### src/rtl/pipe_adder_compensation.sv
// Two-stage, multi-lane saturating adder with a selectable rounding
// compensation term, valid/ready handshake on both sides and a
// wrapping count of delivered result vectors.
module pipe_adder_compensation #(
    parameter int unsigned DataK_width      = 4,
    parameter int unsigned truncation_width = 6,
    parameter int unsigned NUM_LANES        = 4,
    parameter int unsigned COMP_CONST       = 3,
    localparam int unsigned OW = DataK_width + truncation_width + 1,
    localparam int unsigned RW = OW + 1
) (
    input  logic                    clk,
    input  logic                    rst_n,
    input  logic                    in_valid,
    output logic                    in_ready,
    input  logic [1:0]              comp_mode,
    input  logic [NUM_LANES*OW-1:0] op1_flat,
    input  logic [NUM_LANES*OW-1:0] op2_flat,
    output logic                    out_valid,
    input  logic                    out_ready,
    output logic [NUM_LANES*RW-1:0] sum_flat,
    output logic [NUM_LANES-1:0]    sat_flags,
    output logic [15:0]             xfer_count
);

    // one extra bit over the result so overflow is visible before saturation
    localparam int unsigned SW = RW + 1;

    logic                    s1_valid;
    logic [NUM_LANES*OW-1:0] s1_op1;
    logic [NUM_LANES*OW-1:0] s1_op2;
    logic [1:0]              s1_mode;

    logic                    s2_valid;
    logic [NUM_LANES*RW-1:0] s2_sum;
    logic [NUM_LANES-1:0]    s2_sat;
    logic [15:0]             xfer_q;

    logic                    s2_load;
    logic [SW-1:0]           comp_term;
    logic [SW-1:0]           lane_sum [NUM_LANES];
    logic [NUM_LANES*RW-1:0] sum_next;
    logic [NUM_LANES-1:0]    sat_next;

    // S2 frees up when empty or draining; S1 may load whenever it can move on
    assign s2_load  = !s2_valid || out_ready;
    assign in_ready = !s1_valid || s2_load;

    assign out_valid  = s2_valid;
    assign sum_flat   = s2_sum;
    assign sat_flags  = s2_sat;
    assign xfer_count = xfer_q;

    // compensation term selected by the mode that travelled with the vector
    always_comb begin
        comp_term = '0;
        case (s1_mode)
            2'd0:    comp_term = '0;
            2'd1:    comp_term = SW'(1);
            2'd2:    comp_term = SW'(COMP_CONST);
            default: comp_term = SW'(1) << (truncation_width - 1);
        endcase
    end

    // per-lane unsigned add with saturation to all ones on overflow
    always_comb begin
        sum_next = '0;
        sat_next = '0;
        for (int i = 0; i < NUM_LANES; i++) begin
            lane_sum[i] = SW'(s1_op1[i*OW +: OW]) + SW'(s1_op2[i*OW +: OW]) + comp_term;
            sat_next[i] = lane_sum[i][RW];
            sum_next[i*RW +: RW] = lane_sum[i][RW] ? {RW{1'b1}} : lane_sum[i][RW-1:0];
        end
    end

    // stage 1: capture operands and mode on input transfer
    always_ff @(posedge clk) begin
        if (!rst_n) begin
            s1_valid <= 1'b0;
            s1_op1   <= '0;
            s1_op2   <= '0;
            s1_mode  <= '0;
        end else if (in_ready) begin
            s1_valid <= in_valid;
            if (in_valid) begin
                s1_op1  <= op1_flat;
                s1_op2  <= op2_flat;
                s1_mode <= comp_mode;
            end
        end
    end

    // stage 2: register lane results; held while downstream stalls
    always_ff @(posedge clk) begin
        if (!rst_n) begin
            s2_valid <= 1'b0;
            s2_sum   <= '0;
            s2_sat   <= '0;
        end else if (s2_load) begin
            s2_valid <= s1_valid;
            if (s1_valid) begin
                s2_sum <= sum_next;
                s2_sat <= sat_next;
            end
        end
    end

    // count accepted result vectors, wrapping at 16 bits
    always_ff @(posedge clk) begin
        if (!rst_n) begin
            xfer_q <= '0;
        end else if (s2_valid && out_ready) begin
            xfer_q <= xfer_q + 16'd1;
        end
    end

endmodule
### config.mk
export PLATFORM = sky130hd
export DESIGN_NAME = pipe_adder_compensation
export DESIGN_NICKNAME = d
export VERILOG_FILES = /design/src/rtl/pipe_adder_compensation.sv
export SDC_FILE = /design/constraint.sdc
export NUM_CORES = 1
export LEC_CHECK = 0
export CORE_UTILIZATION = 29
export DETAILED_ROUTE_END_ITERATION = 16
export DONT_BUFFER_PORTS = 1
export REMOVE_ABC_BUFFERS = 1
export SYNTH_ARGS = -nofsm -noshare
export SYNTH_HDL_FRONTEND = slang
export SYNTH_SLANG_ARGS = --single-unit
### constraint.sdc
create_clock -name clk -period 2.9 [get_ports clk]
set_clock_uncertainty 0.1 [all_clocks]
set_input_delay 0.58 -clock clk [delete_from_list [all_inputs] [get_ports clk]]
set_output_delay 0.58 -clock clk [all_outputs]
set_load 0.02 [all_outputs]
* Yosys cells after proc, flatten, opt, wreduce, memory -nomap -nowiden *
Index checks and enable logic that the tools add are counted.

operators by class
  $add $sub $neg = 9
  eq/ne operators = 2
  multiplexer cells = 5
  reductions and logical operators = 8

operators with widths
  operator               number
  $add 12x13->13         4
  $add 11x11->12         4
  $mux 12                4
  $pmux 6 s3             1
  $add 16x1->16 const B  1
  $reduce_and 2->1       2
  $eq 2x1->1 const B     1
  $eq 2x2->1 const B     1
  $logic_not 1->1        2
  $logic_not 2->1        1
  $logic_or 1x1->1       2
  $logic_and 1x1->1      1

word-level totals
  flip-flop bits (word level) = 160
  input port bits = 94
  output and inout port bits = 70
  word-level logic and storage cells = 32

* Longest topological paths before layout *
  depth after elaboration = 4
  depth in mapped cells = 13
  mapped depth without buffers = 13

* Worst setup path before layout *
OpenSTA, ideal clock, no wires.

  path type = reg-to-reg
  start point = register s1_mode[0]
  end point = register s2_sum[10], in the netlist sum_flat[10]
  setup time = 119 ps
  arrival = 2730 ps
  data required time = 2681 ps
  setup slack = -48 ps
  cell stages (with the launch flop) = 12
  path buffers = 1
  clock period less this slack = 2948 ps
  path through = dfxtp_1 inv_1 ha_1 fa_1 ha_1 a211oi_2 o21bai_1 a2111o_1 a41oi_2 o21ai_2 buf_6 o221a_1

between the ends
  cells in the longest elaborated chain, start to end = 4
  elaborated cells on any way between the ends = 6

ends and longest elaborated chain
  element                             RTL line  source
  start: declaration                  32        logic [1:0] s1_mode;
  start signal: assignment            88        s1_mode <= comp_mode;
  $eq 2x2->1 (tied with other cells)  57        case (s1_mode)
  $pmux 6 s3 (*)                      57
  $add 12x13->13 (*)                  70        lane_sum[i] = SW'(s1_op1[i*OW +: OW]) + SW'(s1_op2[i*OW +: OW]) + comp_term;
  $mux 12 (*)                         72        sum_next[i*RW +: RW] = lane_sum[i][RW] ? {RW{1'b1}} : lane_sum[i][RW-1:0];
  end signal: assignment              102       s2_sum <= sum_next;
  end: declaration                    35        logic [NUM_LANES*RW-1:0] s2_sum;

Mark *: on every way between the ends. The rest lies on a longest branch, timed or not.
A chain may end at the register's enable or synchronous reset.

* Final worst setup path *
  start point = register s1_mode[1]
  end point = register s2_sum[11], in the netlist sum_flat[11]

The elaborated chain is that of the path after synthesis.

==> out/qor.csv <==
metric;value;unit
drtAntennaViolNets;0;
hold_violations;0;
critPathKind;reg -> reg;
violations;setup timing;
regToRegSetupSlack;-30;ps
cts_sinks;160;
drive_above_1_share;16.0;%
diodes;0;
critPathLaunch;s1_mode[1];
drv_slew;0;
rsz0062_at_grt;yes;
fp-row-count;61;
tightest_slew;473;ps
place_worst_setup_slack;-281;ps
slowest_stage;fa_1;
numCtsBuffers;17;
core;28100;sq um
critPathCaptureType;flip-flop;
first_pass_iters;4;
syn_area;8350;sq um
track_usage;14.8;%
multi_input_area;5070;sq um
period_needed;2930;ps
grt_pass1_vias;6559;
overflow;0;
timing.rr.end;sum_flat[11];
port_buffers;0;
grt_antenna_before_repair;0;
area_delta_synth_final;20.2;%
dieHeight;172;um
drtIter0Drc;208;
fillers;2936;
cts_buffer_depth;2;
yosysSeqAreaShare;38.4;%
post_drt_wl_per_cell;15.8;um
crit_fanout;2;
synth_seq_cells;160;
tns;-74.2;ps
worstPathRequired;3100;ps
setup_violations;8;
vias_per_cell;4.80;
grt_start_max_net_pins;162;
whs_path_depth;2;
htreeDepth;4;
drv_cap;0;
cellLeakagePower;4.23;nW
root_buffer;clkbuf_16;
ys_types;45;
crit_top_cell;buf_6;
die_w;172;um
gp_congestion;0.802;
ir_worst_vdd;0.302;mV
clk-insertion-delay-late;430;ps
grt_first_pass_wirelength;33.8;mm
r2r-start;s1_mode[1];
critPathLaunchType;flip-flop;
finalCritPeriodShare;101;%
die_area;29500;sq um
ios;164;
fin_nets;1157;
hold_end;s1_op2[15];
final_util;35.7;%
p_per_area;565;nW/um^2
path_clk_slew;70;ps
yosys_warnings;0;
vias;6531;
start_util;29.7;%
seq_area;3210;sq um
max-slew-margin-rel;68.4;%
hold_class;in -> reg;
min_from;op2_flat[15];
synth_cells;948;
cts_tree;yes;
max_freq;342;MHz
arrival;3130;ps
ctsHoldBuffers;0;
setup_slack;-27.9;ps
post-route-drc-count;0;
status;finished, violations left;
worstPathCellList;buf_6 -> ha_4 -> inv_4 -> buf_6 -> buf_6 -> fa_1 -> inv_2 -> ha_4 -> buf_4 -> o211ai_1 -> nand2_1 -> a41oi_2 -> buf_4 -> and4b_1 -> o31ai_1;
drt-total-wl;21.6;mm
r2r_cells;15;
avgSynthCellArea;8.81;sq um
hpwlAfterDp;15.1;mm
crit_path_max_incr_delay;480;ps
-- final cells by class --
type	count	share of cell area [%]
well taps	378	4.71
inverters	48	1.82
clock buffers	18	4.38
multi-input cells	693	50.5
clock inverters	13	2.09
flip-flops and latches	160	31.9
repair buffers	52	4.56
-- where the power goes --
| part | switching, W | leakage, nW | internal (W) |
|---|---|---|---|
| sequential | 0.000151 | 1.32 | 0.00232 |
| combinational | 0.000367 | 2.60 | 0.000314 |
| clock | 0.000966 | 0.313 | 0.00155 |
-- cell families after synthesis --
group | after synthesis | synth area share (%)
AND/OR/NAND/NOR | 283 | 14.4
AO/OA/AOI/OAI | 276 | 23.2
XOR/XNOR | 43 | 4.51
adder cells (fa/ha/maj) | 91 | 15.1
buffers and inverters | 95 | 4.39
flip-flops | 160 | 38.4
-- how the worst max path moves through the flow --
stage | end | cells after the start
3_5_place_dp | sum_flat[29] | 10
2_1_floorplan | sum_flat[0] | 10
6_report | sum_flat[11] | 15
3_3_place_gp | sum_flat[29] | 10
5_1_grt | sum_flat[27] | 14
4_1_cts | sum_flat[11] | 13
-- sequential cells by signal (all words and copies together) (netlist names) --
signal	count
sum_flat	48
s1_valid	1
sat_flags	4
out_valid	1
s1_mode	2
xfer_count	16
s1_op2	44
s1_op1	44
-- through the flow --
stage                     power (W)  instance area [sq um]  cells  hold WS, ps
after detailed placement    0.00315                   9040   1325          358
after global placement      0.00314                   9040   1325          354
final                       0.00567                  10000   1362          188
after floorplan             0.00293                   8160    901          343
after CTS                   0.00574                   9880   1358          167
after global routing        0.00596                  10000   1362          160
-- placed cells by master, fill, tap and decap left out, drive strengths merged, types with 9 or more instances in the layout --
| master | Yosys | final |
|---|---|---|
| a21boi | 91 | 91 |
| a21o | 12 | 12 |
| a21oi | 59 | 59 |
| and2 | 16 | 16 |
| buf | 4 | 52 |
| clkbuf | 43 | 18 |
| dfxtp | 160 | 160 |
| fa | 16 | 16 |
| ha | 75 | 75 |
| inv | 48 | 50 |
| nand2 | 204 | 204 |
| nand3 | 15 | 15 |
| nor2 | 14 | 14 |
| o21a | 9 | 9 |
| o21ai | 54 | 54 |
| o221a | 18 | 18 |
| xnor2 | 25 | 25 |
| xor2 | 18 | 18 |
-- synth_stat cells (all sizes together) --
master  count  area share (%)
a2111o      3            0.40
a211o       2            0.21
a211oi      4            0.42
a21boi     91             8.2
a21o       12             1.1
a21oi      59             3.5
a221oi      2            0.63
a22o        1            0.10
a31oi       1           0.075
a41oi       1            0.19
and2       16             1.2
and3        5            0.37
and4        1            0.10
and4b       1            0.12
buf         4            0.30
clkbuf     43             1.9
dfxtp     160              38
fa         16             3.8
ha         75              11
inv        48             2.2
nand2     204             9.2
nand2b      2            0.15
nand3      15            0.90
nand4       2            0.15
nor2       14            0.63
nor2b       8            0.60
nor3        8            0.48
nor3b       1           0.090
o211a       4            0.48
o211ai      3            0.27
o21a        9            0.81
o21ai      54             3.3
o21bai      3            0.27
o221a      18             2.4
o31a        4            0.42
o31ai       5            0.45
or2         1           0.075
or3         5            0.37
xnor2      25             2.6
xor2       18             1.9
-- critical path: cells and delay by family (launching register included) --
kind | cells | cell delay (ps)
buf+inv | 7 | 740
simple gates | 2 | 300
compound gates | 3 | 550
fa+ha+maj | 3 | 750
flops | 1 | 360
-- per-layer routing --
| layer | up-vias | routed length [um] | global-route usage [%] | share of wire [%] |
|---|---|---|---|---|
| met4 | 0 | 232 | 4.00 | 1.1 |
| met1 | 3077 | 10100 | 18.5 | 47 |
| met5 | - | 0 | 0 | 0 |
| met3 | 17 | 1620 | 4.92 | 7.5 |
| li1 | 3303 | - | - | - |
| met2 | 134 | 9670 | 24.2 | 45 |
-- repair_timing --
item / CTS / global route
pin swaps: 22 / 33
setup buffers: 2 / 4
gates resized for setup: 46 / 34
setup endpoints to repair: 52 / 51
Power figures use the tool's default switching activity.
